===== src/rtl/beam_peak_scanner_pkg.sv =====
// Shared definitions for the beam peak scanner: FSM encoding and the frame geometry
// defaults shared with the beamformer and output-RAM instances.
package beam_peak_scanner_pkg;

    localparam int unsigned NumSamplesDflt = 540;
    localparam int unsigned AddrWDflt      = 10;
    localparam int unsigned DataWDflt      = 32;

    typedef enum logic [1:0] {
        StIdle  = 2'd0,
        StRead  = 2'd1,
        StDrain = 2'd2,
        StDone  = 2'd3
    } scan_state_e;

endpackage


===== src/rtl/beam_peak_update.sv =====
// Registered magnitude / compare / accumulate stage: folds one tagged sample per cycle
// into the running peak and magnitude-sum working registers.
module beam_peak_update #(
    parameter int unsigned ADDR_W = 10,
    parameter int unsigned DATA_W = 32,
    parameter int unsigned ACC_W  = 42
) (
    input  logic              clk_i,
    input  logic              rst_ni,
    input  logic              clear_i,
    input  logic              valid_i,
    input  logic [ADDR_W-1:0] addr_i,
    input  logic [DATA_W-1:0] data_i,
    output logic [ADDR_W-1:0] peak_idx_o,
    output logic [DATA_W-1:0] peak_mag_o,
    output logic [ACC_W-1:0]  mag_sum_o
);

    logic [DATA_W-1:0] mag;
    logic [ADDR_W-1:0] peak_idx_q;
    logic [DATA_W-1:0] peak_mag_q;
    logic [ACC_W-1:0]  mag_sum_q;

    // Two's-complement negate in DATA_W bits: the most negative value maps to 2^(DATA_W-1).
    always_comb begin
        mag = data_i;
        if (data_i[DATA_W-1]) begin
            mag = ~data_i + DATA_W'(1);
        end
    end

    always_ff @(posedge clk_i or negedge rst_ni) begin
        if (!rst_ni) begin
            peak_idx_q <= '0;
            peak_mag_q <= '0;
            mag_sum_q  <= '0;
        end else if (clear_i) begin
            peak_idx_q <= '0;
            peak_mag_q <= '0;
            mag_sum_q  <= '0;
        end else if (valid_i) begin
            mag_sum_q <= mag_sum_q + ACC_W'(mag);
            // Strictly greater keeps the lowest index on ties.
            if (mag > peak_mag_q) begin
                peak_idx_q <= addr_i;
                peak_mag_q <= mag;
            end
        end
    end

    assign peak_idx_o = peak_idx_q;
    assign peak_mag_o = peak_mag_q;
    assign mag_sum_o  = mag_sum_q;

endmodule


===== src/rtl/beam_peak_scanner.sv =====
// Scans one beamformer output frame from RAM after each beamformdone rising edge and
// reports the peak-magnitude address, its magnitude and the frame magnitude sum.
module beam_peak_scanner
    import beam_peak_scanner_pkg::*;
#(
    parameter int unsigned NUM_SAMPLES  = NumSamplesDflt,
    parameter int unsigned READ_LATENCY = 2,
    parameter int unsigned ADDR_W       = AddrWDflt,
    parameter int unsigned DATA_W       = DataWDflt,
    parameter int unsigned ACC_W        = 42
) (
    input  logic                     clk,
    input  logic                     rst,
    input  logic                     beamformdone,
    output logic [ADDR_W-1:0]        rd_addr,
    output logic                     rd_en,
    input  logic signed [DATA_W-1:0] rd_data,
    output logic                     busy,
    output logic                     result_valid,
    input  logic                     result_ack,
    output logic [ADDR_W-1:0]        peak_index,
    output logic [DATA_W-1:0]        peak_mag,
    output logic [ACC_W-1:0]         mag_sum,
    output logic [15:0]              frame_count
);

    localparam logic [ADDR_W-1:0] LastAddr = ADDR_W'(NUM_SAMPLES - 1);

    scan_state_e state_q, state_d;
    logic        bfd_q, armed_q, start;
    logic [ADDR_W-1:0] rd_addr_q, rd_addr_d;
    logic        clear, load;
    logic        result_valid_q, result_valid_d;

    logic [READ_LATENCY-1:0]             vld_q;
    logic [READ_LATENCY:0]               vld_ext;
    logic [READ_LATENCY-1:0][ADDR_W-1:0] tag_q;
    logic [READ_LATENCY:0][ADDR_W-1:0]   tag_ext;

    logic [ADDR_W-1:0] wk_idx, peak_index_q;
    logic [DATA_W-1:0] wk_mag, peak_mag_q;
    logic [ACC_W-1:0]  wk_sum, mag_sum_q;
    logic [15:0]       frame_count_q;

    // armed_q only sets once beamformdone is seen low, so a level held high across
    // reset release cannot masquerade as a fresh edge.
    always_ff @(posedge clk or negedge rst) begin
        if (!rst) begin
            bfd_q   <= 1'b0;
            armed_q <= 1'b0;
        end else begin
            bfd_q <= beamformdone;
            if (!beamformdone) begin
                armed_q <= 1'b1;
            end
        end
    end

    assign start = armed_q & beamformdone & ~bfd_q;

    // The top tap of each *_ext vector is the entry aligned with rd_data.
    assign vld_ext = {vld_q, rd_en};
    assign tag_ext = {tag_q, rd_addr_q};

    always_ff @(posedge clk or negedge rst) begin
        if (!rst) begin
            vld_q <= '0;
            tag_q <= '0;
        end else begin
            vld_q <= vld_ext[READ_LATENCY-1:0];
            tag_q <= tag_ext[READ_LATENCY-1:0];
        end
    end

    always_comb begin
        state_d        = state_q;
        rd_addr_d      = rd_addr_q;
        clear          = 1'b0;
        load           = 1'b0;
        result_valid_d = result_valid_q;
        unique case (state_q)
            StIdle: begin
                if (start) begin
                    state_d   = StRead;
                    rd_addr_d = '0;
                    clear     = 1'b1;
                end
            end
            StRead: begin
                if (rd_addr_q == LastAddr) begin
                    state_d = StDrain;
                end else begin
                    rd_addr_d = rd_addr_q + ADDR_W'(1);
                end
            end
            StDrain: begin
                if (vld_q == '0) begin
                    state_d        = StDone;
                    load           = 1'b1;
                    result_valid_d = 1'b1;
                end
            end
            StDone: begin
                if (result_ack) begin
                    state_d        = StIdle;
                    result_valid_d = 1'b0;
                end
            end
            default: state_d = StIdle;
        endcase
    end

    always_ff @(posedge clk or negedge rst) begin
        if (!rst) begin
            state_q        <= StIdle;
            rd_addr_q      <= '0;
            result_valid_q <= 1'b0;
            peak_index_q   <= '0;
            peak_mag_q     <= '0;
            mag_sum_q      <= '0;
            frame_count_q  <= '0;
        end else begin
            state_q        <= state_d;
            rd_addr_q      <= rd_addr_d;
            result_valid_q <= result_valid_d;
            if (load) begin
                peak_index_q  <= wk_idx;
                peak_mag_q    <= wk_mag;
                mag_sum_q     <= wk_sum;
                frame_count_q <= frame_count_q + 16'd1;
            end
        end
    end

    beam_peak_update #(
        .ADDR_W (ADDR_W),
        .DATA_W (DATA_W),
        .ACC_W  (ACC_W)
    ) u_update (
        .clk_i      (clk),
        .rst_ni     (rst),
        .clear_i    (clear),
        .valid_i    (vld_ext[READ_LATENCY]),
        .addr_i     (tag_ext[READ_LATENCY]),
        .data_i     (rd_data),
        .peak_idx_o (wk_idx),
        .peak_mag_o (wk_mag),
        .mag_sum_o  (wk_sum)
    );

    assign rd_en        = (state_q == StRead);
    assign busy         = (state_q != StIdle);
    assign rd_addr      = rd_addr_q;
    assign result_valid = result_valid_q;
    assign peak_index   = peak_index_q;
    assign peak_mag     = peak_mag_q;
    assign mag_sum      = mag_sum_q;
    assign frame_count  = frame_count_q;

endmodule

===== config.mk =====
export PLATFORM = sky130hd
export DESIGN_NAME = beam_peak_scanner
export DESIGN_NICKNAME = d
export VERILOG_FILES = /design/src/rtl/beam_peak_scanner_pkg.sv /design/src/rtl/beam_peak_update.sv /design/src/rtl/beam_peak_scanner.sv
export SDC_FILE = /design/constraint.sdc
export NUM_CORES = 1
export LEC_CHECK = 0
export ABC_AREA = 1
export CAP_MARGIN = 0
export CORE_ASPECT_RATIO = 1.4
export CORE_MARGIN = 2
export CORE_UTILIZATION = 44
export CTS_BUF_LIST = sky130_fd_sc_hd__clkbuf_4 sky130_fd_sc_hd__clkbuf_8
export DETAILED_ROUTE_END_ITERATION = 7
export PLACE_DENSITY = 0.61
export SKIP_LAST_GASP = 1
export SYNTH_ARGS = -nofsm -noshare
export SYNTH_HDL_FRONTEND = slang
export SYNTH_SLANG_ARGS = --single-unit

===== constraint.sdc =====
create_clock -name clk -period 2.6 [get_ports clk]
set_clock_uncertainty 0.2 [all_clocks]
set_input_delay 0.26 -clock clk [delete_from_list [all_inputs] [get_ports clk]]
set_output_delay 0.26 -clock clk [all_outputs]
set_load 0.02 [all_outputs]

Yosys cells after proc, flatten, opt, wreduce, memory -nomap -nowiden. Index checks and enable logic that the tools add are counted.

Add/sub/neg operators: 4. Magnitude comparators: 1. Eq/ne operators: 9. Mux-type cells: 24. Bitwise operators: 4. Reductions and logical operators: 11.

Operators with widths (count): 32-bit 2-to-1 mux (4); 42-bit 2-to-1 mux (2); 10-bit 2-to-1 mux (5); 42-bit by 32-bit adder with 42-bit output (1); 32-bit by 1-bit adder with 32-bit output (second input constant) (1); 32-bit greater-than comparator (1); 32-bit inverter (1); 10-bit one-hot mux with 2 select lines (1); 16-bit by 1-bit adder with 16-bit output (second input constant) (1); 10-bit by 1-bit adder with 10-bit output (second input constant) (1); 10-bit equality test (second input constant) (1); 2-bit nonzero test (5); 2-bit 2-to-1 mux (4); 2-bit inequality test (second input constant) (4); 2-bit one-hot mux with 4 select lines (1); 1-bit 2-to-1 mux (6); 3-bit AND reduction (2); 2-bit equality test (second input constant) (2); 2-bit logical NOT (2); 4-bit AND reduction (1); 1-bit AND (2); 2-bit by 1-bit equality test with 1-bit output (second input constant) (1); 2-bit by 1-bit inequality test with 1-bit output (second input constant) (1); 1-bit one-hot mux with 2 select lines (1); other kinds (2) (2).

Register bits after elaboration: 221. Bits of input ports: 36. Output and inout bits: 113.

Depth between registers and ports, before layout. Gate-level depths: netlist (run 1).

Depth after elaboration: 7. Mapped depth: 24. Mapped depth without buffers: 23.

Hierarchy. Synthesis (run 1) repeated with hierarchy kept, for this count alone.

Cell total of the unflattened synthesis: 1882. Area, all modules: 13693.1 sq um.

Modules (own cells, without submodules): beam_peak_update (times used 1, cells each 1254, area each 8096.5 sq um, seq. area each 2102.0 sq um); beam_peak_scanner (times used 1, cells each 628, area each 5596.6 sq um, seq. area each 3428.3 sq um).

Worst setup path after synthesis (run 1). Ideal clock, no wire load.

Path type: input-to-reg. From: input port rd_data[0]. To: register u_update.peak_mag_q[16], in the netlist u_update.peak_mag_o[16]. Arrival: 2.498 ns. Path slack: -0.217 ns. Cell stages on the path: 22. Buffers on the path: 2. Path through: inv_1 ha_1 nand2_1 nor2_4 nand4_1 nand2_1 buf_6 nand3_1 nand2_1 nand2_1 ha_1 nand2_1 nor2_1 nand2_1 nor2_1 nand2_1 nor2_1 a21oi_2 nand2_4 buf_4 nand3_1 nand2_1.

Longest elaborated chain between the ends: 6. Elaborated cells between the ends (all ways): 9.

RTL lines: start, declared (line beam_peak_scanner.sv:17) `input logic signed [DATA_W-1:0] rd_data,`; 32-bit inverter (line beam_peak_update.sv:28) `mag = ~data_i + DATA_W'(1);`; 32-bit by 1-bit adder with 32-bit output (line beam_peak_update.sv:28); 32-bit 2-to-1 mux * (line beam_peak_update.sv:27) `if (data_i[DATA_W-1]) begin`; 32-bit greater-than comparator or 32-bit 2-to-1 mux (tied branches) (line beam_peak_update.sv:44) `if (mag > peak_mag_q) begin`; 2-bit nonzero test (no line) or 32-bit 2-to-1 mux (tied branches); 2-bit AND reduction (no line) or 32-bit 2-to-1 mux (tied branches); end signal, assigned (line beam_peak_update.sv:46) `peak_mag_q <= mag;`; end, declared (line beam_peak_update.sv:21) `logic [DATA_W-1:0] peak_mag_q;`.

Mark *: on every way between the ends. The rest lies on a longest branch, timed or not. The select of a mux whose other input is x is not followed. A chain may end at the register's enable or synchronous reset.

Worst setup path in the final report (run 1).
From: input port rd_data[23]. To: register u_update.peak_mag_q[4], in the netlist u_update.peak_mag_o[4].

Longest elaborated chain between the ends: 6.

RTL lines (line): 32-bit inverter (beam_peak_update.sv:28); 32-bit by 1-bit adder with 32-bit output (beam_peak_update.sv:28); 32-bit 2-to-1 mux * (beam_peak_update.sv:27); 32-bit greater-than comparator * (beam_peak_update.sv:44); 2-bit nonzero test (no line) *; 2-bit AND reduction (no line) *.

Mark *: on every way between the ends. The rest lies on a longest branch, timed or not.

==> flow_summary.rst, run 1 <==
.. list-table::
   :header-rows: 1

   * - Metric
     - Value
   * - Result of the run
     - finished, final reports clean
   * - Die area
     - 31,100 µm²
   * - Pwr/cell area
     - 1030 nW/µm²
   * - Most common flop cell mapped by yosys
     - sky130_fd_sc_hd__dfrtp_1
   * - # rows
     - 74
   * - Placed Cells
     - 2,349
   * - Ratio of final minimum period to clock period
     - 97.3%
   * - Insertion delay to the later sink of the worst-skew pair
     - 0.58 ns
   * - Worst-case headroom to the max-slew limit
     - 57.6%
   * - RSZ-0062 raised after global routing
     - yes
   * - Hold Fails Final Rpt
     - 0
   * - Netlist Area Pre-Place
     - 13,100 µm²
   * - Most frequent cells in the layout
     - sky130_fd_sc_hd__nand2_1, sky130_fd_sc_hd__dfrtp_1, sky130_fd_sc_hd__inv_1, sky130_fd_sc_hd__buf_4, sky130_fd_sc_hd__clkdlybuf4s50_1
   * - Number of max-cap violations
     - 0
   * - Final setup slack of the worst path
     - 0.0697 ns
   * - Hold/Removal Path Class
     - in -> reg
   * - Antenna viol nets, final
     - 0
   * - Fmax
     - 395 MHz
   * - Vias in the first global route
     - 12.1k
   * - Sum of net half-perimeters after detailed placement
     - 29.7 mm
   * - Synth-to-Final Area Change
     - 42.7%
   * - Count of warnings emitted by yosys
     - 0
   * - Sequential share of the synthesized area
     - 42.3%
   * - Boundary Pins
     - 149
   * - Global-route wire length before repair
     - 63.8 mm
   * - Post-layout instance count excluding filler cells
     - 2,439
   * - Total of flip-flops plus latches after synthesis
     - 221
   * - Die boundary width
     - 150 µm
   * - Most common cell after layout, fill and taps aside
     - sky130_fd_sc_hd__nand2_1
   * - Setup violation total in the final timing report
     - 0
   * - DR WL/cell
     - 16.9 µm
   * - CTS H-Tree Depth
     - 2
   * - Worst endpoint required time
     - 2.85 ns
   * - Chip Height
     - 208 µm
   * - Core outline area
     - 29,200 µm²
   * - Post-Synthesis Net Count
     - 1,808
   * - Number of clock buffers inserted by TritonCTS
     - 37
   * - Number of I/O port buffers
     - 148
   * - Total leakage power
     - 9.24 nW
   * - Critical Setup Path Class
     - in -> reg
   * - Via count
     - 12.3k
   * - Number of diodes added for antenna fixing
     - 0
   * - Pin count of the biggest net entering global routing
     - 143
   * - TNS Setup
     - 0 ns
   * - WP data arrival
     - 2.78 ns
   * - Number of design rule violations left after detail routing
     - 0
   * - Measured slew at the worst slew-check pin
     - 0.636 ns
   * - Via count normalized by instance count
     - 5.05
   * - Placer congestion estimate
     - 0.921
   * - Endpoint class of the critical path
     - register
   * - Global-route total usage across every layer
     - 26.2%
   * - Number of optimization iterations in the first detailed-route pass
     - 5
   * - Number of antenna violations at the first check in global routing
     - 0
   * - Leftover overflow at the end of global routing
     - 0
   * - Clock transition time at the flip-flop clock pins of the worst setup and hold paths
     - 0.06 ns
   * - IR Drop Worst-Case VDD
     - 640 µV
   * - Clock tree buffer depth
     - 3
   * - Post-synth ARST share
     - 100%
   * - Number of clock sinks seen by CTS
     - 221
   * - Total Nets Final
     - 2,151
   * - Wirelength, routed
     - 41.2 mm
   * - Max-slew violation total from the final report
     - 0
   * - Element type at the critical path start
     - input port
   * - Synth Instances
     - 1,695
   * - EDFF count, synth
     - 0
   * - Min Hold Slack
     - 0.0338 ns
   * - Crit path time final
     - 2.53 ns
   * - Iteration-0 DRC Markers
     - 615
   * - Share of final-layout standard cells stronger than drive strength 1
     - 29.3%
   * - Pre-CTS worst setup slack
     - -1.14 ns
   * - Total Power Consumption
     - 19.3 mW
   * - Effective utilization at floorplan
     - 44.8%
   * - Synthesized area per cell
     - 7.71 µm²
   * - Fill cell count
     - 2,640
   * - TritonCTS clock tree
     - yes
   * - Synth unique cells
     - 42
   * - Worst-path maximum fanout
     - 6
   * - CTS Root Cell
     - sky130_fd_sc_hd__clkbuf_8
-- power breakdown --
| group | internal, mW | total [mW] | leakage, nW | switching [mW] |
|---|---|---|---|---|
| Clock | 1.67 | 3.15 | 0.391 | 1.48 |
| Sequential | 4.55 | 5.38 | 2.88 | 0.832 |
| Combinational | 4.60 | 10.7 | 5.96 | 6.14 |
| Total | 10.8 | 19.3 | 9.24 | 8.46 |
-- flip-flops by register name (all words and copies together) (netlist names) --
name and count:
mag_sum 42, u_update.mag_sum_o 42, peak_mag 32, u_update.peak_mag_o 32, tag_ext 20, frame_count 16
peak_index 10, rd_addr 10, u_update.peak_idx_o 10, state_q 2, vld_q 2, armed_q 1
bfd_q 1, result_valid 1
-- per-stage QoR --
stage | instance area (µm²) | util, %
final | 18600 | 63.9
after global routing | 18600 | 63.9
after CTS | 18100 | 62.0
after detailed placement | 16300 | 56.0
after global placement | 16300 | 56.0
after floorplan | 13200 | -
-- kinds of logic after synthesis --
family	after synthesis	share of synthesized area (%)
AND/OR/NAND/NOR	848	28.2
buffers and inverters	279	8.71
flip-flops	221	42.3
AO/OA/AOI/OAI	203	8.29
adder cells (fa/ha/maj)	77	7.43
XOR/XNOR	39	2.62
multiplexers	28	2.41
-- worst max-delay path, cell delays in order --
cell and delay, ns:
sky130_fd_sc_hd__clkbuf_2 0.14, sky130_fd_sc_hd__buf_4 0.16, sky130_fd_sc_hd__nor2_1 0.10, sky130_fd_sc_hd__nand2_1 0.10, sky130_fd_sc_hd__buf_4 0.15, sky130_fd_sc_hd__o21ai_4 0.17
sky130_fd_sc_hd__buf_4 0.14, sky130_fd_sc_hd__nand4_1 0.14, sky130_fd_sc_hd__nand2_4 0.12, sky130_fd_sc_hd__ha_4 0.21, sky130_fd_sc_hd__nand2_4 0.07, sky130_fd_sc_hd__nor2_4 0.04
sky130_fd_sc_hd__nand2_2 0.08, sky130_fd_sc_hd__nor2_2 0.05, sky130_fd_sc_hd__nand2_2 0.08, sky130_fd_sc_hd__nor2_4 0.04, sky130_fd_sc_hd__a21oi_4 0.27, sky130_fd_sc_hd__nand2_8 0.15
sky130_fd_sc_hd__clkbuf_16 0.19, sky130_fd_sc_hd__nand3_2 0.05, sky130_fd_sc_hd__nand2_1 0.06
-- final timing paths --
path	start	end	slack, ns	cells past startpoint
max in group asynchronous	rst	u_update.mag_sum_o[27]	0.43	4
setup / recovery	rd_data[23]	u_update.peak_mag_o[4]	0.07	21
min in group asynchronous	rst	u_update.mag_sum_o[29]	0.52	3
hold reg to reg	tag_ext[11]	tag_ext[21]	0.15	0
setup reg to reg	u_update.mag_sum_o[0]	u_update.mag_sum_o[32]	0.23	15
hold / removal	rd_data[27]	u_update.peak_mag_o[27]	0.03	5
-- layout make-up --
cell class | count | area [µm²] | area share, %
clock buffers | 53 | 673 | 3.61
flip-flops and latches | 221 | 5530 | 29.7
multi-input cells | 1195 | 7770 | 41.7
repair buffers | 363 | 3270 | 17.6
well taps | 380 | 475 | 2.55
inverters | 220 | 851 | 4.57
clock inverters | 7 | 56.3 | 0.302
-- repair_timing --
item	CTS	global route
endpoints found under the hold margin	222	2
gates cloned	4	1
hold buffers	4	3
resized for setup	216	199
setup buffers	21	7
endpoints found under the setup margin	78	71
pin swaps	43	94
-- routing by layer --
layer	global-route usage, %	up-vias	wire length (µm)
li1	-	6175	-
met3	3.47	82	1420
met2	44.9	255	20700
met1	33.0	5799	17500
met5	0	-	0
met4	10.8	0	1580
-- cells in the mapped netlist, types with 7 or more instances --
| cell | count | area (µm²) |
|---|---|---|
| sky130_fd_sc_hd__nor2_2 | 7 | 43.8 |
| sky130_fd_sc_hd__nand3b_1 | 7 | 52.6 |
| sky130_fd_sc_hd__nor3_1 | 14 | 70.1 |
| sky130_fd_sc_hd__clkbuf_1 | 22 | 82.6 |
| sky130_fd_sc_hd__nand3_2 | 8 | 80.1 |
| sky130_fd_sc_hd__ha_1 | 76 | 951 |
| sky130_fd_sc_hd__mux2_2 | 28 | 315 |
| sky130_fd_sc_hd__o21ai_1 | 8 | 40.0 |
| sky130_fd_sc_hd__xnor2_1 | 19 | 166 |
| sky130_fd_sc_hd__inv_2 | 7 | 26.3 |
| sky130_fd_sc_hd__nor2_1 | 129 | 484 |
| sky130_fd_sc_hd__nand2_1 | 483 | 1810 |
| sky130_fd_sc_hd__buf_2 | 21 | 105 |
| sky130_fd_sc_hd__xor2_1 | 20 | 175 |
| sky130_fd_sc_hd__o31ai_1 | 7 | 52.6 |
| sky130_fd_sc_hd__o21ai_0 | 97 | 485 |
| sky130_fd_sc_hd__nand3_1 | 121 | 606 |
| sky130_fd_sc_hd__inv_1 | 211 | 792 |
| sky130_fd_sc_hd__buf_4 | 15 | 113 |
| sky130_fd_sc_hd__o22ai_1 | 14 | 87.6 |
| sky130_fd_sc_hd__a21oi_1 | 65 | 325 |
| sky130_fd_sc_hd__dfrtp_1 | 221 | 5530 |
| sky130_fd_sc_hd__nand4_1 | 59 | 369 |
No activity file was read; power rests on OpenSTA's default activity.
==> run 2, diff against run 1 <==
--- a/config.mk
+++ b/config.mk
@@ -7,13 +7,14 @@
 export LEC_CHECK = 0
 export ABC_AREA = 1
 export CAP_MARGIN = 0
-export CORE_ASPECT_RATIO = 1.4
+export CORE_ASPECT_RATIO = 0.7
 export CORE_MARGIN = 2
 export CORE_UTILIZATION = 44
 export CTS_BUF_LIST = sky130_fd_sc_hd__clkbuf_4 sky130_fd_sc_hd__clkbuf_8
 export DETAILED_ROUTE_END_ITERATION = 7
 export PLACE_DENSITY = 0.61
 export SKIP_LAST_GASP = 1
+export SLEW_MARGIN = 30
 export SYNTH_ARGS = -nofsm -noshare
 export SYNTH_HDL_FRONTEND = slang
 export SYNTH_SLANG_ARGS = --single-unit
==> flow_summary.rst, run 2 (synthesis gave the netlist of run 1 again) <==
.. list-table::
   :header-rows: 1

   * - Metric
     - Value
   * - Pin count of the biggest net entering global routing
     - 145 (was 143)
   * - Insertion delay to the later sink of the worst-skew pair
     - 0.56 ns (was 0.58 ns)
   * - Endpoint class of the critical path
     - register (unchanged)
   * - Core outline area
     - 29,100 µm² (was 29,200 µm²)
   * - Fill cell count
     - 2,552 (was 2,640)
   * - Crit path time final
     - 2.71 ns (was 2.53 ns)
   * - Met3 demand-to-capacity share in global routing
     - 4.77% (was 3.47%)
   * - Die boundary width
     - 210 µm (was 150 µm)
   * - Iteration-0 DRC Markers
     - 976 (was 615)
   * - Worst-path maximum fanout
     - 4 (was 6)
   * - CP dominant cell by count
     - sky130_fd_sc_hd__nand2_1 (was sky130_fd_sc_hd__buf_4)
   * - Ratio of final minimum period to clock period
     - 104% (was 97.3%)
   * - Total leakage power
     - 9.38 nW (was 9.24 nW)
   * - Final setup slack of the worst path
     - -0.111 ns (was 0.0697 ns)
   * - Wirelength, routed
     - 41.2 mm (about the same)
   * - Cell with the biggest individual delay on the critical path
     - sky130_fd_sc_hd__dlygate4sd2_1 (was sky130_fd_sc_hd__a21oi_4)
   * - Pre-CTS worst setup slack
     - -1.26 ns (was -1.14 ns)
   * - Element type at the critical path start
     - input port (unchanged)
   * - Measured slew at the worst slew-check pin
     - 0.748 ns (was 0.636 ns)
   * - Via count
     - 12.6k (was 12.3k)
   * - CTS Root Cell
     - sky130_fd_sc_hd__clkbuf_8 (unchanged)
   * - Critical Setup Path Class
     - in -> reg (unchanged)
   * - Synth-to-Final Area Change
     - 43.0% (was 42.7%)
   * - Hold Fails Final Rpt
     - 0 (unchanged)
   * - Share of final-layout standard cells stronger than drive strength 1
     - 28.3% (was 29.3%)
   * - Hold/Removal Path Class
     - reg -> reg (was in -> reg)
   * - Number of antenna violations at the first check in global routing
     - 0 (unchanged)
   * - Global-route total usage across every layer
     - 26.3% (was 26.2%)
   * - Clock tree buffer depth
     - 3 (unchanged)
   * - Setup violation total in the final timing report
     - 42 (was 0)
   * - Number of I/O port buffers
     - 148 (unchanged)
   * - Number of clock sinks seen by CTS
     - 221 (unchanged)
   * - Most common cell after layout, fill and taps aside
     - sky130_fd_sc_hd__nand2_1 (unchanged)
   * - Pwr/cell area
     - 1050 nW/µm² (was 1030 nW/µm²)
   * - Register-to-register path setup slack
     - 0.16 ns (was 0.23 ns)
   * - Number of max-cap violations
     - 0 (unchanged)
   * - IR Drop Worst-Case VDD
     - 629 µV (was 640 µV)
   * - Met1 Usage GRT
     - 39.8% (was 33.0%)
   * - Antenna viol nets, final
     - 0 (unchanged)
   * - Most frequent cells in the layout
     - sky130_fd_sc_hd__nand2_1, sky130_fd_sc_hd__dfrtp_1, sky130_fd_sc_hd__buf_4, sky130_fd_sc_hd__inv_1, sky130_fd_sc_hd__clkdlybuf4s50_1 (was sky130_fd_sc_hd__nand2_1, sky130_fd_sc_hd__dfrtp_1, sky130_fd_sc_hd__inv_1, sky130_fd_sc_hd__buf_4, sky130_fd_sc_hd__clkdlybuf4s50_1)
   * - Clock transition time at the flip-flop clock pins of the worst setup and hold paths
     - 0.06 ns (about the same)
   * - Worst-case headroom to the max-slew limit
     - 50.1% (was 57.6%)
   * - CTS H-Tree Depth
     - 2 (unchanged)
   * - Via count normalized by instance count
     - 5.08 (was 5.05)
   * - DR WL/cell
     - 16.6 µm (was 16.9 µm)
   * - Result of the run
     - complete, but fails checks (was finished, final reports clean)
   * - Max incr delay on CP
     - 0.31 ns (was 0.27 ns)
   * - Number of diodes added for antenna fixing
     - 0 (unchanged)
   * - RSZ-0062 raised after global routing
     - yes (unchanged)
   * - Vias in the first global route
     - 11.8k (was 12.1k)
   * - Placer congestion estimate
     - 0.948 (was 0.921)
   * - Total Nets Final
     - 2,193 (was 2,151)
   * - Sum of net half-perimeters after detailed placement
     - 29.4 mm (was 29.7 mm)
   * - Met2 Resource Use GR
     - 38.9% (was 44.9%)
   * - Effective utilization at floorplan
     - 44.9% (was 44.8%)
   * - Number of design rule violations left after detail routing
     - 0 (unchanged)
   * - Worst endpoint required time
     - 2.82 ns (was 2.85 ns)
   * - Global-route wire length before repair
     - 64.2 mm (was 63.8 mm)
   * - Global route hottest layer
     - met1 (was met2)
   * - TritonCTS clock tree
     - yes (unchanged)
   * - WP data arrival
     - 2.93 ns (was 2.78 ns)
   * - # rows
     - 52 (was 74)
   * - Leftover overflow at the end of global routing
     - 0 (unchanged)
   * - Number of optimization iterations in the first detailed-route pass
     - 5 (unchanged)
   * - Violations in the final reports
     - setup timing
   * - Die area
     - 31,100 µm² (about the same)
   * - Number of clock buffers inserted by TritonCTS
     - 37 (unchanged)
   * - Utilization after layout
     - 64.2% (was 63.9%)
   * - Fmax
     - 369 MHz (was 395 MHz)
   * - Boundary Pins
     - 149 (unchanged)
   * - Max-slew violation total from the final report
     - 0 (unchanged)
   * - Cells along the critical path
     - dlygate4sd2_1 > nor2_1 > nand2_1 > nor2_2 > nand3_1 > nand2_1 > nand2_1 > a21oi_2 > buf_6 > ha_1 > nand2_1 > nor2_2 > nand2_2 > nor2_2 > nand2_2 > nor2_4 > a21oi_4 > nand2_4 > buf_12 > clkbuf_16 > nand3_1 > nand2_1 (was clkbuf_2 > buf_4 > nor2_1 > nand2_1 > buf_4 > o21ai_4 > buf_4 > nand4_1 > nand2_4 > ha_4 > nand2_4 > nor2_4 > nand2_2 > nor2_2 > nand2_2 > nor2_4 > a21oi_4 > nand2_8 > clkbuf_16 > nand3_2 > nand2_1)
   * - Chip Height
     - 148 µm (was 208 µm)
==> run 2: changes by cell type in the layout (fill, tap and decap cells not counted), sizes merged, moves of 2 or more <==
cell          change
dlymetal6s2s      -2
dlygate4sd3       -2
clkinvlp          +3
inv               -2
clkbuf            -9
buf              +47
dlygate4sd2       +7
bufinv            +2
==> run 2: layout make-up <==
type	count	area [µm²]	share of cell area (%)
timing repair buffer	404	3710	19.9
multi-input combinational	1196	7350	39.4
sequential	221	5530	29.6
clock inverter	9	106	0.570
inverter	220	857	4.59
clock buffer	51	646	3.46
tap	378	473	2.53
==> run 2: report_power, final <==
group / total (mW) / internal (mW) / switching (mW) / leakage [nW]
combinational: 11.0 / 4.79 / 6.17 / 6.11
clock: 3.25 / 1.80 / 1.45 / 0.394
sequential: 5.33 / 4.55 / 0.778 / 2.88
==> run 2: timing repair <==
| action | 4_1_cts | 5_1_grt |
|---|---|---|
| hold buffers | 5 | 1 |
| gates cloned | 5 | 3 |
| hold endpoints to repair | 223 | 1 |
| pin swaps | 88 | 83 |
| buffers inserted | 31 | 7 |
| setup endpoints to repair | 78 | 77 |
| gates resized for setup | 207 | 143 |
==> run 2: worst max-delay path: cells and delay by family <==
| kind | cells | cell delay (ns) |
|---|---|---|
| AND/OR/NAND/NOR | 15 | 1.28 |
| adder cells (fa/ha/maj) | 1 | 0.22 |
| buffers and inverters | 4 | 0.76 |
| AO/OA/AOI/OAI | 2 | 0.38 |
==> run 2: per-stage QoR <==
| step | instance area, µm² | TNS [ns] | instances | power [mW] | hold WS (ns) |
|---|---|---|---|---|---|
| after global routing | 18700 | -9.28 | 2479 | 21.0 | 0.151 |
| after global placement | 16500 | -81.54 | 2371 | 14.7 | -0.0196 |
| final | 18700 | -2.27 | 2479 | 19.5 | 0.144 |
| after floorplan | 13200 | -2.00 | 1695 | 10.8 | -0.236 |
| after detailed placement | 16500 | -84.69 | 2371 | 14.8 | -0.0177 |
| after CTS | 18200 | -2.92 | 2471 | 19.0 | 0.0781 |
==> run 2: path summary, 6_finish.rpt <==
| check | startpoint | end | cells past startpoint |
|---|---|---|---|
| min in group asynchronous | rst | u_update.peak_mag_o[28] | 3 |
| setup reg to reg | u_update.mag_sum_o[0] | u_update.mag_sum_o[16] | 14 |
| hold / removal | tag_ext[12] | tag_ext[22] | 0 |
| max in group asynchronous | rst | peak_mag[15] | 4 |
| setup / recovery | rd_data[20] | u_update.peak_mag_o[2] | 22 |
| hold reg to reg | tag_ext[12] | tag_ext[22] | 0 |
==> run 2: routing by layer <==
| layer | vias to the layer above | share of wire [%] |
|---|---|---|
| met5 | - | 0 |
| met4 | 0 | 1.9 |
| met3 | 51 | 6.0 |
| met2 | 330 | 42 |
| met1 | 5937 | 50 |
| li1 | 6275 | - |
==> run 3, diff against run 2 <==
--- a/config.mk
+++ b/config.mk
@@ -7,12 +7,14 @@
 export LEC_CHECK = 0
 export ABC_AREA = 1
 export CAP_MARGIN = 0
+export CELL_PAD_IN_SITES_DETAIL_PLACEMENT = 0
+export CELL_PAD_IN_SITES_GLOBAL_PLACEMENT = 1
 export CORE_ASPECT_RATIO = 0.7
 export CORE_MARGIN = 2
-export CORE_UTILIZATION = 44
+export CORE_UTILIZATION = 39
 export CTS_BUF_LIST = sky130_fd_sc_hd__clkbuf_4 sky130_fd_sc_hd__clkbuf_8
 export DETAILED_ROUTE_END_ITERATION = 7
-export PLACE_DENSITY = 0.61
+export PLACE_DENSITY = 0.75
 export SKIP_LAST_GASP = 1
 export SLEW_MARGIN = 30
 export SYNTH_ARGS = -nofsm -noshare
==> constraint.sdc (replaced) <==
create_clock -name clk -period 2.3 [get_ports clk]
set_clock_uncertainty 0.2 [all_clocks]
set_input_delay 0.23 -clock clk [delete_from_list [all_inputs] [get_ports clk]]
set_output_delay 0.23 -clock clk [all_outputs]
set_load 0.02 [all_outputs]
==> flow_summary.rst, run 3 (synthesis gave the netlist of run 1 again) <==
.. list-table::
   :header-rows: 1

   * - Metric
     - Value
   * - Result of the run
     - complete, but fails checks (unchanged)
   * - Violations in the final reports
     - setup timing (unchanged)
   * - Min Hold Slack
     - 0.0309 ns (was 0.144 ns)
   * - Worst-path maximum fanout
     - 7 (was 4)
   * - Clock tree buffer depth
     - 3 (unchanged)
   * - CTS H-Tree Depth
     - 2 (unchanged)
   * - Hold Fails Final Rpt
     - 0 (unchanged)
   * - Area after DPL
     - 16,700 µm² (was 16,500 µm²)
   * - Effective utilization at floorplan
     - 39.3% (was 44.9%)
   * - IR Drop Worst-Case VDD
     - 696 µV (was 629 µV)
   * - Max-slew violation total from the final report
     - 0 (unchanged)
   * - Global route hottest layer
     - met1 (unchanged)
   * - Fill cell count
     - 2,962 (was 2,552)
   * - Insertion delay to the later sink of the worst-skew pair
     - 0.60 ns (was 0.56 ns)
   * - # rows
     - 56 (was 52)
   * - Total leakage power
     - 9.74 nW (was 9.38 nW)
   * - Pwr/cell area
     - 1200 nW/µm² (was 1050 nW/µm²)
   * - Sum of net half-perimeters after detailed placement
     - 32.7 mm (was 29.4 mm)
   * - Start point of the critical path
     - rd_data[2] (was rd_data[20])
   * - Critical Setup Path Class
     - in -> reg (unchanged)
   * - Leftover overflow at the end of global routing
     - 0 (unchanged)
   * - Pre-CTS worst setup slack
     - -1.41 ns (was -1.26 ns)
   * - Net switching power
     - 10.8 mW (was 8.39 mW)
   * - Number of diodes added for antenna fixing
     - 0 (unchanged)
   * - Chip Height
     - 157 µm (was 148 µm)
   * - Worst-case headroom to the max-slew limit
     - 70.7% (was 50.1%)
   * - Measured slew at the worst slew-check pin
     - 0.439 ns (was 0.748 ns)
   * - TritonCTS clock tree
     - yes (unchanged)
   * - Number of clock buffers inserted by TritonCTS
     - 39 (was 37)
   * - Total Power Consumption
     - 24.4 mW (was 19.5 mW)
   * - Number of clock sinks seen by CTS
     - 221 (unchanged)
   * - Global-route wire length before repair
     - 69.8 mm (was 64.2 mm)
   * - Worst R2R Start
     - u_update.peak_mag_o[10] (was u_update.mag_sum_o[0])
   * - Met3 demand-to-capacity share in global routing
     - 4.54% (was 4.77%)
   * - Element type at the critical path start
     - input port (unchanged)
   * - Gate power share
     - 59.2% (was 56.1%)
   * - RSZ-0062 raised after global routing
     - yes (unchanged)
   * - Core outline area
     - 33,200 µm² (was 29,100 µm²)
   * - Most frequent cells in the layout
     - sky130_fd_sc_hd__nand2_1, sky130_fd_sc_hd__dfrtp_1, sky130_fd_sc_hd__buf_4, sky130_fd_sc_hd__inv_1, sky130_fd_sc_hd__clkdlybuf4s50_1 (unchanged)
   * - Endpoint class of the critical path
     - register (unchanged)
   * - Via count normalized by instance count
     - 5.12 (was 5.08)
   * - Crit path time final
     - 2.60 ns
   * - Met2 Resource Use GR
     - 38.0% (was 38.9%)
   * - Final setup slack of the worst path
     - -0.304 ns (was -0.111 ns)
   * - Hold Crit Start
     - rd_data[11] (was tag_ext[12])
   * - Most common cell after layout, fill and taps aside
     - sky130_fd_sc_hd__nand2_1 (unchanged)
   * - DR WL/cell
     - 18.1 µm (was 16.6 µm)
   * - Internal Dissipation
     - 13.6 mW (was 11.1 mW)
   * - Pin count of the biggest net entering global routing
     - 86 (was 145)
   * - Footprint of the multi-input gates
     - 8660 µm² (was 7350 µm²)
   * - Clock group share of total power
     - 15.8% (was 16.6%)
   * - WP data arrival
     - 2.85 ns (was 2.93 ns)
   * - Met1 Usage GRT
     - 38.8% (was 39.8%)
   * - Number of optimization iterations in the first detailed-route pass
     - 5 (unchanged)
   * - Worst endpoint required time
     - 2.55 ns (was 2.82 ns)
   * - Die boundary width
     - 223 µm (was 210 µm)
   * - Number of I/O port buffers
     - 148 (unchanged)
   * - Global-route total usage across every layer
     - 25.6% (was 26.3%)
   * - CTS Root Cell
     - sky130_fd_sc_hd__clkbuf_8 (unchanged)
   * - Boundary Pins
     - 149 (unchanged)
   * - Die area
     - 35,000 µm² (was 31,100 µm²)
   * - Share of final-layout standard cells stronger than drive strength 1
     - 38.4% (was 28.3%)
   * - Number of design rule violations left after detail routing
     - 0 (unchanged)
   * - Switching fraction of total power
     - 44.2% (was 43.0%)
   * - Post-layout instance area
     - 20,300 µm² (was 18,700 µm²)
   * - Wirelength, routed
     - 46.0 mm (was 41.2 mm)
   * - Fmax
     - 384 MHz
   * - Total Nets Final
     - 2,202 (was 2,193)
   * - Number of antenna violations at the first check in global routing
     - 0 (unchanged)
   * - Ratio of final minimum period to clock period
     - 113%
   * - Placer congestion estimate
     - 0.895 (was 0.948)
   * - Antenna viol nets, final
     - 0 (unchanged)
   * - Hold/Removal Path Class
     - in -> reg (was reg -> reg)
   * - Iteration-0 DRC Markers
     - 859 (was 976)
   * - Share of power burned in registers
     - 25.1% (was 27.3%)
   * - Number of max-cap violations
     - 0 (unchanged)
   * - Via count
     - 13.0k (was 12.6k)
   * - Clock transition time at the flip-flop clock pins of the worst setup and hold paths
     - 0.06 ns (about the same)
   * - Synth-to-Final Area Change
     - 55.6% (was 43.0%)
   * - Vias in the first global route
     - 12.4k (was 11.8k)
   * - Setup violation total in the final timing report
     - 70 (was 42)
   * - Area used by sequential logic in the layout
     - 5530 µm² (unchanged)
-- run 3: per-stage QoR --
step | setup TNS, ns | util, % | std cells
3_5_place_dp | -103.17 | 50.4 | 2426
6_report | -14.89 | 61.2 | 2546
5_1_grt | -22.06 | 61.2 | 2546
3_3_place_gp | -100.98 | 50.4 | 2426
2_1_floorplan | -16.94 | - | 1695
4_1_cts | -18.55 | 57.6 | 2530
-- run 3: final timing paths --
check | endpoint | slack [ns] | depth (start not counted)
hold reg to reg | tag_ext[21] | 0.15 | 0
max in group asynchronous | u_update.peak_mag_o[18] | 1.44 | 3
setup / recovery | u_update.peak_mag_o[20] | -0.30 | 20
min in group asynchronous | u_update.peak_idx_o[8] | 0.06 | 3
setup reg to reg | u_update.peak_mag_o[20] | -0.08 | 13
hold / removal | u_update.peak_mag_o[11] | 0.03 | 6
-- run 3: layer usage --
layer  part of all wire [%]  up-vias
li1                       -     6294
met1                     49     6346
met4                    1.6        0
met5                      0        -
met2                     43      333
met3                    6.0       54
-- run 3: repair_timing --
item / in CTS / in global routing
endpoints found under the setup margin: 80 / 80
gates cloned: 7 / 2
resized for setup: 317 / 296
pin swaps: 102 / 157
endpoints found under the hold margin: 225 / 3
buffers inserted: 32 / 19
hold buffers: 4 / 2
-- run 3: critical path, cell delays in order --
cell	delay (ns)
sky130_fd_sc_hd__buf_8	0.10
sky130_fd_sc_hd__nor2_4	0.11
sky130_fd_sc_hd__nand4_1	0.15
sky130_fd_sc_hd__buf_4	0.19
sky130_fd_sc_hd__nor2_4	0.14
sky130_fd_sc_hd__nor2_2	0.07
sky130_fd_sc_hd__xor2_2	0.17
sky130_fd_sc_hd__buf_4	0.15
sky130_fd_sc_hd__ha_4	0.26
sky130_fd_sc_hd__nand4_1	0.19
sky130_fd_sc_hd__nor3_4	0.25
sky130_fd_sc_hd__nand2_1	0.09
sky130_fd_sc_hd__nand2_2	0.09
sky130_fd_sc_hd__nand2_2	0.07
sky130_fd_sc_hd__nand2_4	0.08
sky130_fd_sc_hd__nand2_4	0.08
sky130_fd_sc_hd__buf_12	0.15
sky130_fd_sc_hd__buf_12	0.14
sky130_fd_sc_hd__nand3_1	0.06
sky130_fd_sc_hd__nand2_1	0.05
-- run 3: final cells by class --
cell class / instances / area share [%]
clock buffers: 53 / 3.44
clock inverters: 10 / 0.511
inverters: 220 / 4.22
multi-input cells: 1195 / 42.6
flip-flops and latches: 221 / 27.2
well taps: 435 / 2.68
repair buffers: 412 / 19.3
-- run 3: power by group through the flow --
stage / clock, mW / combinational [mW] / sequential, mW
finish: 3.84 / 14.4 / 6.12
global route: 4.13 / 15.7 / 6.26
CTS: 3.93 / 13.1 / 6.06
detailed placement: 0 / 11.4 / 6.03
global placement: 0 / 11.3 / 6.02
floorplan: 0 / 5.95 / 6.44
